==> src/rtl/fwd_hazard_ctrl.sv <==
// EX-stage operand-forwarding producer: tracks EX/MEM/WB destination info,
// builds per-byte forwarding selects and handles load-use stall, flush and freeze.

module fwd_byte_sel #(
    parameter int REG_AW   = 5,
    parameter int ZERO_REG = 0
) (
    input  logic              use_src,
    input  logic [REG_AW-1:0] src,
    input  logic              mem_wr,
    input  logic [REG_AW-1:0] mem_dst,
    input  logic              mem_we,
    input  logic              wb_wr,
    input  logic [REG_AW-1:0] wb_dst,
    input  logic              wb_we,
    output logic [1:0]        sel
);
    localparam logic [REG_AW-1:0] ZR = REG_AW'(ZERO_REG);

    logic live;
    assign live = use_src && (src != ZR);

    // MEM wins over WB per byte, so a word may mix 01 and 10 codes.
    always_comb begin
        sel = 2'b00;
        if (live && mem_wr && mem_we && (mem_dst == src))
            sel = 2'b01;
        else if (live && wb_wr && wb_we && (wb_dst == src))
            sel = 2'b10;
    end
endmodule

module fwd_hazard_ctrl #(
    parameter int REG_AW   = 5,
    parameter int ZERO_REG = 0
) (
    input  logic              clk,
    input  logic              rst_n,
    input  logic              id_valid,
    input  logic [REG_AW-1:0] id_rs,
    input  logic [REG_AW-1:0] id_rt,
    input  logic              id_uses_rs,
    input  logic              id_uses_rt,
    input  logic [REG_AW-1:0] id_dst,
    input  logic [3:0]        id_byte_we,
    input  logic              id_is_load,
    input  logic              stall_in,
    input  logic              flush_in,
    output logic [7:0]        A_in_sel,
    output logic [7:0]        B_in_sel,
    output logic              stall_out,
    output logic              ex_bubble
);
    localparam logic [REG_AW-1:0] ZR = REG_AW'(ZERO_REG);

    typedef struct packed {
        logic              valid;
        logic [REG_AW-1:0] dst;
        logic [3:0]        byte_we;
    } slot_t;

    slot_t             ex, mem, wb;
    logic              ex_is_load;
    logic [REG_AW-1:0] ex_rs, ex_rt;
    logic              ex_uses_rs, ex_uses_rt;

    function automatic logic writes(slot_t s);
        return s.valid && (s.byte_we != 4'b0000) && (s.dst != ZR);
    endfunction

    logic ex_wr, mem_wr, wb_wr, hazard;
    assign ex_wr  = writes(ex);
    assign mem_wr = writes(mem);
    assign wb_wr  = writes(wb);

    // ex_wr already excludes the zero register, so a match here is never $0.
    assign hazard = id_valid && ex_wr && ex_is_load &&
                    ((id_uses_rs && (id_rs == ex.dst)) ||
                     (id_uses_rt && (id_rt == ex.dst)));
    assign stall_out = hazard && !flush_in && !stall_in;

    always_ff @(posedge clk or negedge rst_n) begin
        if (!rst_n) begin
            ex         <= '0;
            mem        <= '0;
            wb         <= '0;
            ex_is_load <= 1'b0;
            ex_rs      <= '0;
            ex_rt      <= '0;
            ex_uses_rs <= 1'b0;
            ex_uses_rt <= 1'b0;
            ex_bubble  <= 1'b0;
        end else if (!stall_in) begin
            mem <= ex;
            wb  <= mem;
            if (flush_in || hazard) begin
                ex         <= '0;
                ex_is_load <= 1'b0;
                ex_rs      <= '0;
                ex_rt      <= '0;
                ex_uses_rs <= 1'b0;
                ex_uses_rt <= 1'b0;
                ex_bubble  <= 1'b1;
            end else begin
                ex         <= '{valid: id_valid, dst: id_dst, byte_we: id_byte_we};
                ex_is_load <= id_is_load;
                ex_rs      <= id_rs;
                ex_rt      <= id_rt;
                ex_uses_rs <= id_uses_rs;
                ex_uses_rt <= id_uses_rt;
                ex_bubble  <= 1'b0;
            end
        end
    end

    logic [3:0][1:0] a_sel, b_sel;

    for (genvar k = 0; k < 4; k++) begin : g_byte
        fwd_byte_sel #(.REG_AW(REG_AW), .ZERO_REG(ZERO_REG)) u_a (
            .use_src (ex.valid && ex_uses_rs),
            .src     (ex_rs),
            .mem_wr  (mem_wr),
            .mem_dst (mem.dst),
            .mem_we  (mem.byte_we[k]),
            .wb_wr   (wb_wr),
            .wb_dst  (wb.dst),
            .wb_we   (wb.byte_we[k]),
            .sel     (a_sel[k])
        );
        fwd_byte_sel #(.REG_AW(REG_AW), .ZERO_REG(ZERO_REG)) u_b (
            .use_src (ex.valid && ex_uses_rt),
            .src     (ex_rt),
            .mem_wr  (mem_wr),
            .mem_dst (mem.dst),
            .mem_we  (mem.byte_we[k]),
            .wb_wr   (wb_wr),
            .wb_dst  (wb.dst),
            .wb_we   (wb.byte_we[k]),
            .sel     (b_sel[k])
        );
    end

    assign A_in_sel = a_sel;
    assign B_in_sel = b_sel;
endmodule

==> config.mk <==
export PLATFORM = sky130hd
export DESIGN_NAME = fwd_hazard_ctrl
export DESIGN_NICKNAME = d
export VERILOG_FILES = /design/src/rtl/fwd_hazard_ctrl.sv
export SDC_FILE = /design/constraint.sdc
export NUM_CORES = 1
export LEC_CHECK = 0
export ABC_CLOCK_PERIOD_IN_PS = 1900
export BUFFER_PORTS_ARGS = -buffer_cell sky130_fd_sc_hd__buf_4
export CAP_MARGIN = 0
export CORE_MARGIN = 5
export CORE_UTILIZATION = 53
export DETAILED_ROUTE_END_ITERATION = 7
export PLACE_DENSITY_LB_ADDON = 0.15
export SKIP_LAST_GASP = 1
export SLEW_MARGIN = 20
export SYNTH_ARGS = -nofsm -noshare
export SYNTH_HDL_FRONTEND = slang
export SYNTH_HIERARCHICAL = 1
export SYNTH_SLANG_ARGS = --single-unit
==> constraint.sdc <==
create_clock -name clk -period 1.9 [get_ports clk]
set_input_delay 0.38 -clock clk [delete_from_list [all_inputs] [get_ports clk]]
set_output_delay 0.38 -clock clk [all_outputs]
set_load 0.01 [all_outputs]
Yosys cells after proc, flatten, opt, wreduce, memory -nomap -nowiden
Cells that the tools add are included.
{"block": "totals", "register_bits": 44, "inputBits": 27, "output_inout_bits": 18, "wordCells": 109}
{"block": "classes", "eq_ne": 6, "muxes": 23, "n_reduce_logical": 65}
{"op": "$logic_and 1x1->1", "n": 53}
{"op": "$mux 2", "n": 16}
{"op": "$eq 5x5->1", "n": 6}
{"op": "$reduce_bool 5->1", "n": 5}
{"op": "$reduce_bool 4->1", "n": 3}
{"op": "$mux 10", "n": 1}
{"op": "$mux 5", "n": 2}
{"op": "$mux 1", "n": 4}
{"op": "$logic_not 1->1", "n": 2}
{"op": "$logic_or 1x1->1", "n": 2}

Logic depth before layout (Yosys ltp)
Gate-level depths: netlist of the first run.
{"block": "depth", "depth_word": 8, "depth_mapped": 6, "ltp_nobuf": 5}

Hierarchy
Netlist of the first run, hierarchy kept.
{"module": "fwd_hazard_ctrl", "n_inst": 1, "cells_each": 192, "area_each_um2": 2209.6, "seq_area_each_um2": 1101.1}
{"module": "fwd_byte_sel", "n_inst": 8, "cells_each": 18, "area_each_um2": 148.9, "seq_area_each_um2": 0.0}

Worst setup path before layout of the first run
OpenSTA, ideal clock, no wires.
{"block": "synth_timing", "path_kind": "reg-to-output", "start": "reg ex_rs[1]", "end": "out A_in_sel[1]", "t_arrival_ns": 1.653, "required_time_ns": 1.520, "path_slack_ns": -0.133, "path_stages_with_launch": 5, "n_path_buf": 0, "cell_sequence": "dfrtp_1 -> or4_1 -> nor2_2 -> nor3_2 -> nor4_2"}
{"block": "synth_via", "elab_chain_len": 7, "word_cells_on_any_way": 12, "cone_classes": "2 x eq/ne; 2 x mux; 8 x reduce/logical"}
{"element": "from (decl)", "line_no": "64", "source": "logic [REG_AW-1:0] ex_rs, ex_rt;"}
{"element": "from (signal assigned)", "line_no": "107", "source": "ex_rs <= id_rs;"}
{"element": "$reduce_bool 5->1", "line_no": "21", "source": "assign live = use_src && (src != ZR);"}
{"element": "$logic_and 1x1->1", "line_no": "21"}
{"element": "$logic_and 1x1->1 (3 in series)", "line_no": "28", "source": "else if (live && wb_wr && wb_we && (wb_dst == src))"}
{"element": "$mux 2", "line_no": "28"}
{"element": "$mux 2 (*)", "line_no": "26", "source": "if (live && mem_wr && mem_we && (mem_dst == src))"}
{"element": "to (decl)", "line_no": "49", "source": "output logic [7:0] A_in_sel,"}
Mark *: on every way between the ends. The rest lies on a longest branch, timed or not.

Worst setup path after layout of the first run
{"block": "layout_timing", "start": "reg ex_rt[1]", "end": "out B_in_sel[7]"}
{"block": "layout_via", "elab_chain_len": 7, "word_cells_on_any_way": 12, "cone_classes": "2 x eq/ne; 2 x mux; 8 x reduce/logical"}
{"element": "from (decl)", "line_no": "64"}
{"element": "from (signal assigned)", "line_no": "108", "source": "ex_rt <= id_rt;"}
{"element": "$reduce_bool 5->1", "line_no": "21"}
{"element": "$logic_and 1x1->1", "line_no": "21"}
{"element": "$logic_and 1x1->1 (3 in series)", "line_no": "28"}
{"element": "$mux 2", "line_no": "28"}
{"element": "$mux 2 (*)", "line_no": "26"}
{"element": "to (decl)", "line_no": "50", "source": "output logic [7:0] B_in_sel,"}
Marked as above.

==> results of run 1 <==
==> state kept, by name, summed over array words and instances (netlist names) <==
register / flops
ex_is_load: 1
ex_bubble: 1
ex_rt: 5
ex_uses_rt: 1
ex_rs: 5
ex: 10
mem: 10
wb: 10
ex_uses_rs: 1
==> report_power, final <==
part	internal, mW	leakage (nW)	switching (mW)
clock network	0.389	0.0541	0.331
logic	0.867	1.05	0.827
registers	1.09	0.532	0.153
==> metrics by stage <==
| step | instances | setup TNS [ns] | util, % |
|---|---|---|---|
| finish | 504 | -3.17 | 70.7 |
| global route | 504 | -4.65 | 70.7 |
| CTS | 501 | -3.45 | 69.5 |
| detailed placement | 486 | -0.0120 | 65.5 |
| global placement | 486 | 0 | 65.5 |
| floorplan | 336 | -0.0452 | - |
==> cell type report <==
class	count	area [um2]	share of cell area, %
clock inverter	3	42.5	0.953
timing repair buffer	99	796	17.8
sequential	44	1110	25.0
multi-input combinational	276	2350	52.6
tap	77	96.3	2.16
clock buffer	5	68.8	1.54
==> worst max-delay path: stages (launching register included) <==
cell     delay, ns
dfrtp_2       0.44
or4_4         0.55
nor2_4        0.13
nor3_2        0.07
nor4_2        0.17
buf_4         0.17
==> cells by family after synthesis <==
kind of cell | after synthesis | share of synthesized area [%]
AND/OR/NAND/NOR | 112 | 23.0
XOR/XNOR | 90 | 23.2
AO/OA/AOI/OAI | 53 | 12.1
flip-flops | 44 | 32.4
multiplexers | 21 | 6.95
buffers and inverters | 16 | 2.43
==> placed cells by master, fill, tap and decap left out, drive strengths merged <==
master	count
nand4	34
o21ai	23
o211ai	1
clkbuf	5
o41ai	2
xnor2	90
a22oi	9
dfrtp	44
mux2	21
clkinvlp	1
o22ai	1
nor3b	9
buf	99
nor3	10
a21oi	2
bufinv	1
a32oi	14
and2	2
nor4	8
or3b	9
and3	1
nand2	16
or4	10
a21o	1
and3b	1
nor2	12
clkinv	1
==> layer usage <==
metal  GRT usage, %  vias to the layer above  routed length (um)
met5              0                        -                   0
li1               -                     1449                   -
met3           3.84                       16                 377
met2           37.3                       87                4670
met1           29.4                     1470                4050
met4           8.19                        0                 202
==> timing repair <==
item / in CTS / in global routing
setup endpoints to repair: 17 / 17
buffers inserted: 8 / 3
resized for setup: 19 / 12
pin swaps: 14 / 9
cloned: 0 / 0
==> worst paths after layout <==
path | from | endpoint | slack [ns] | cells after the start
setup / recovery | ex_rt[1] | B_in_sel[7] | -0.30 | 5
hold / removal | rst_n | ex[2] | 0.07 | 1
setup reg to reg | ex[6] | ex_bubble | 0.15 | 5
hold reg to reg | ex_is_load | ex_is_load | 0.50 | 2
max in group asynchronous | rst_n | ex_rt[0] | 1.40 | 1
min in group clk | id_is_load | ex_is_load | 0.34 | 3
==> results_dict.tcl, run 1 <==
set metrics [dict create \
    grt_pass1_wl_mm 15.3 \
    synth-edff-count 0 \
    worst-path-max-fanout 5 \
    placement.io_buffers 44 \
    htreeDepth 2 \
    netlist_area_um2 3400 \
    yosysSeqAreaShare_pct 32.4 \
    pin_count 45 \
    fin_crit_ns 2.20 \
    hold_viol 0 \
    numCtsBuffers 5 \
    gp_congestion 0.873 \
    cts_tree "done" \
    track_usage_pct 22.5 \
    core_um2 6310 \
    synth_top_area_share_pct 32.4 \
    ys.flop_type "dfrtp_1" \
    power_leakage_nw 1.63 \
    drive_above_1_share_pct 46.8 \
    antenna_found_initial 0 \
    post-place-ws_ns -0.0120 \
    synth_nets 363 \
    dr.pass1.iters 4 \
    end_kind "primary output" \
    rows 29 \
    synth_commonest_cells "90 x xnor2_1, 44 x dfrtp_1, 34 x nand4_1" \
    ant_nets 0 \
    die_area_um2 8120 \
    drv_cap 0 \
    synth_area_leader_cell "dfrtp_1" \
    ys_seq_elements 44 \
    synth.lib_cells_used.distinct 31 \
    hpwl_mm 6.63 \
    syn_inst 336 \
    fin_area_um2 4470 \
    routed_wl_mm 9.29 \
    worst_pin_slew_ns 0.566 \
    die_w_um 90.1 \
    power_mw 3.65 \
    fillers 483 \
    wl_per_cell_um 18.4 \
    synth_area_leaders "dfrtp_1 32%, xnor2_1 23%, mux2_2 7.0%" \
    clkSinkCount 44 \
    grt_pass1_vias 3035 \
    min_path_type "in2async" \
    vias 3022 \
    worstPathArrival_ns 1.82 \
    vias_per_cell 6.00 \
    path_clk_slew_ns 0.09 \
    dr.first_iter.drc_count 164 \
    diodes 0 \
    holdWs_ns 0.0689 \
    crit_required_ns 1.52 \
    die_h_um 90.1 \
    rsz0062_at_grt "true" \
    setup_viol 17 \
    clock-skew-final_ns 0.00446 \
    powerDensity_nw_per_um2 818 \
    ctsLongestPathBuffers 2 \
    outcome "finished, violations left" \
    start_kind "flip-flop" \
    period_share_pct 116 \
    layout.nets 453 \
    globalRouteOverflowTotal 0 \
    failed_checks "negative setup slack" \
    initial_core_util_pct 53.9 \
    synth_warnings 6 \
    synth.most_common_cell "xnor2_1" \
    clockRootBuffer "clkbuf_8" \
    grt_max_degree 45 \
    fin_ws_ns -0.304 \
    fmax_mhz 454 \
    async_reset_ff_share_pct 100 \
    cts-hold-fix-buffers 0 \
    drc_errors 0 \
    place_area_um2 4140 \
    clk_latency_ns 0.30 \
    ir_worst_vdd_v 0.000515 \
    worst-setup-path-type "reg2out" \
    syn2layout_area_growth_pct 31.3 \
    syn_avg_cell_area_um2 10.1 \
    slew_violations 0 \
    relSlewSlack_pct 62.3 \
]
Note: power is estimated with default switching activity, not from simulation.
==> run 2, diff against run 1 <==
--- a/config.mk
+++ b/config.mk
@@ -7,9 +7,9 @@
 export LEC_CHECK = 0
 export ABC_CLOCK_PERIOD_IN_PS = 1900
-export BUFFER_PORTS_ARGS = -buffer_cell sky130_fd_sc_hd__buf_4
 export CAP_MARGIN = 0
 export CORE_MARGIN = 5
 export CORE_UTILIZATION = 53
 export DETAILED_ROUTE_END_ITERATION = 7
+export DONT_BUFFER_PORTS = 1
 export PLACE_DENSITY_LB_ADDON = 0.15
 export SKIP_LAST_GASP = 1
==> constraint.sdc (replaced) <==
create_clock -name clk -period 1.9 [get_ports clk]
set_input_delay 0.475 -clock clk [delete_from_list [all_inputs] [get_ports clk]]
set_output_delay 0.475 -clock clk [all_outputs]
set_load 0.01 [all_outputs]
==> run 2 against run 1 <==
  * The flow still finishes with violations (negative setup slack)
  * Setup slack worse by 0.044 ns
  * Via count is 4.6% lower
  * Clock power is 15% lower
  * Register-to-register slack worse by 0.05 ns
  * Sequential power hardly changed
  * Clock-buffer cell count is 3 higher
  * Global-route usage is 0.45 points lower
  * Combinational power is 3% higher
  * Die area stayed put
  * Sequential cell count stayed put
  * Sequential share of layout area hardly changed
  * Largest cell class unchanged
==> results_dict.tcl, run 2 (same netlist as run 1, synthesis figures left out) <==
set metrics [dict create \
    outcome "finished, violations left" \
    failed_checks "negative setup slack" \
    holdWs_ns 0.0139 \
    rsz0062_at_grt "true" \
    fin_area_um2 4480 \
    dp.cells 456 \
    routed_wl_mm 9.17 \
    place_area_um2 4080 \
    initial_core_util_pct 53.9 \
    final_cell_mix "83 x xnor2_1, 52 x buf_4, 34 x nand4_1" \
    layout.nets 426 \
    rows 29 \
    wl_per_cell_um 19.2 \
    clock-skew-final_ns 0.00572 \
    multiInputGateArea_um2 2500 \
    final_common_cell "xnor2_1" \
    hpwl_mm 6.55 \
    powerDensity_nw_per_um2 802 \
    fin_ws_ns -0.348 \
    gp_congestion 0.920 \
    clk_latency_ns 0.30 \
    dr.pass1.iters 4 \
    worst-setup-path-type "reg2out" \
    path_clk_slew_ns 0.08 \
    start_kind "flip-flop" \
    reg2reg_slack_ns 0.10 \
    placement.io_buffers 0 \
    ctsLongestPathBuffers 2 \
    die_w_um 90.1 \
    globalRouteOverflowTotal 0 \
    fmax_mhz 445 \
    pin_count 45 \
    fin_crit_ns 2.25 \
    worstPathArrival_ns 1.77 \
    clockRootBuffer "clkbuf_8" \
    min_path_type "in2async" \
    diodes 0 \
    vias_per_cell 6.04 \
    grt_pass1_vias 2872 \
    end_kind "primary output" \
    grt_pass1_wl_mm 14.8 \
    setup_tns_ns -4.80 \
    worst-path-max-fanout 7 \
    track_usage_pct 22.0 \
    cts_tree "done" \
    die_h_um 90.1 \
    vias 2882 \
    period_share_pct 118 \
    drive_above_1_share_pct 45.0 \
    worst_pin_slew_ns 0.362 \
    ant_nets 0 \
    core_um2 6310 \
    r2r_end "ex_rt[2]" \
    clkSinkCount 44 \
    reg_top3 "ex x10, mem x10, wb x10" \
    syn2layout_area_growth_pct 31.8 \
    seq_area_um2 1120 \
    fillers 466 \
    crit_required_ns 1.42 \
    power_mw 3.60 \
    power_leakage_nw 1.54 \
    die_area_um2 8120 \
    dr.first_iter.drc_count 147 \
    relSlewSlack_pct 75.7 \
    htreeDepth 2 \
    ir_worst_vdd_v 0.000596 \
    antenna_found_initial 0 \
    setup_viol 17 \
    rr_startpoint "ex[5]" \
    grt_max_degree 65 \
    drv_cap 0 \
    hold_viol 0 \
    worstRegToRegCells 5 \
    slew_violations 0 \
    drc_errors 0 \
    numCtsBuffers 5 \
    fin_cells 477 \
]
run 2: through the flow:
step | util (%) | worst slack [ns]
after floorplan | - | -0.140
after global placement | 64.6 | -0.235
after detailed placement | 64.6 | -0.127
after CTS | 67.7 | -0.377
after global routing | 71.0 | -0.424
final | 71.0 | -0.348
run 2: final cells by class:
cell class	instances	area share (%)
repair buffers	72	15.0
multi-input cells	276	55.9
well taps	77	2.15
flip-flops and latches	44	24.9
clock buffers	8	2.01
run 2: timing repair:
action / in CTS / in global routing
setup buffers: 3 / 9
endpoints found under the setup margin: 17 / 17
resized for setup: 13 / 24
hold buffers: 1 / 0
pin swaps: 11 / 25
endpoints found under the hold margin: 44 / 0
run 2: layer usage:
layer  GRT usage, %  routed length [um]  vias up
met3           4.34                 486       14
li1               -                   -     1387
met5              0                   0        -
met4           5.33                 149        0
met1           29.3                3990     1411
met2           36.9                4550       70
run 2: worst max-delay path by stage:
stage,from,endpoint,slack (ns),cells after the start
after CTS,ex_rs[1],A_in_sel[1],-0.38,5
after global routing,ex_rs[1],A_in_sel[7],-0.42,5
after detailed placement,mem[1],A_in_sel[1],-0.13,6
after floorplan,ex[5],stall_out,-0.14,4
final,ex_rt[2],B_in_sel[1],-0.35,4
after global placement,mem[1],A_in_sel[1],-0.23,6
run 2: power breakdown:
part,leakage [nW],total [mW],switching [mW],internal (mW)
logic,0.967,1.74,0.823,0.912
clock network,0.0455,0.609,0.312,0.297
registers,0.527,1.25,0.162,1.09
run 2: worst max-delay path, cell delays in order (launching register included):
cell and delay, ns:
dfrtp_2 0.47, or4_4 0.57, nor2_4 0.16, nor3_4 0.07, nor4_4 0.20
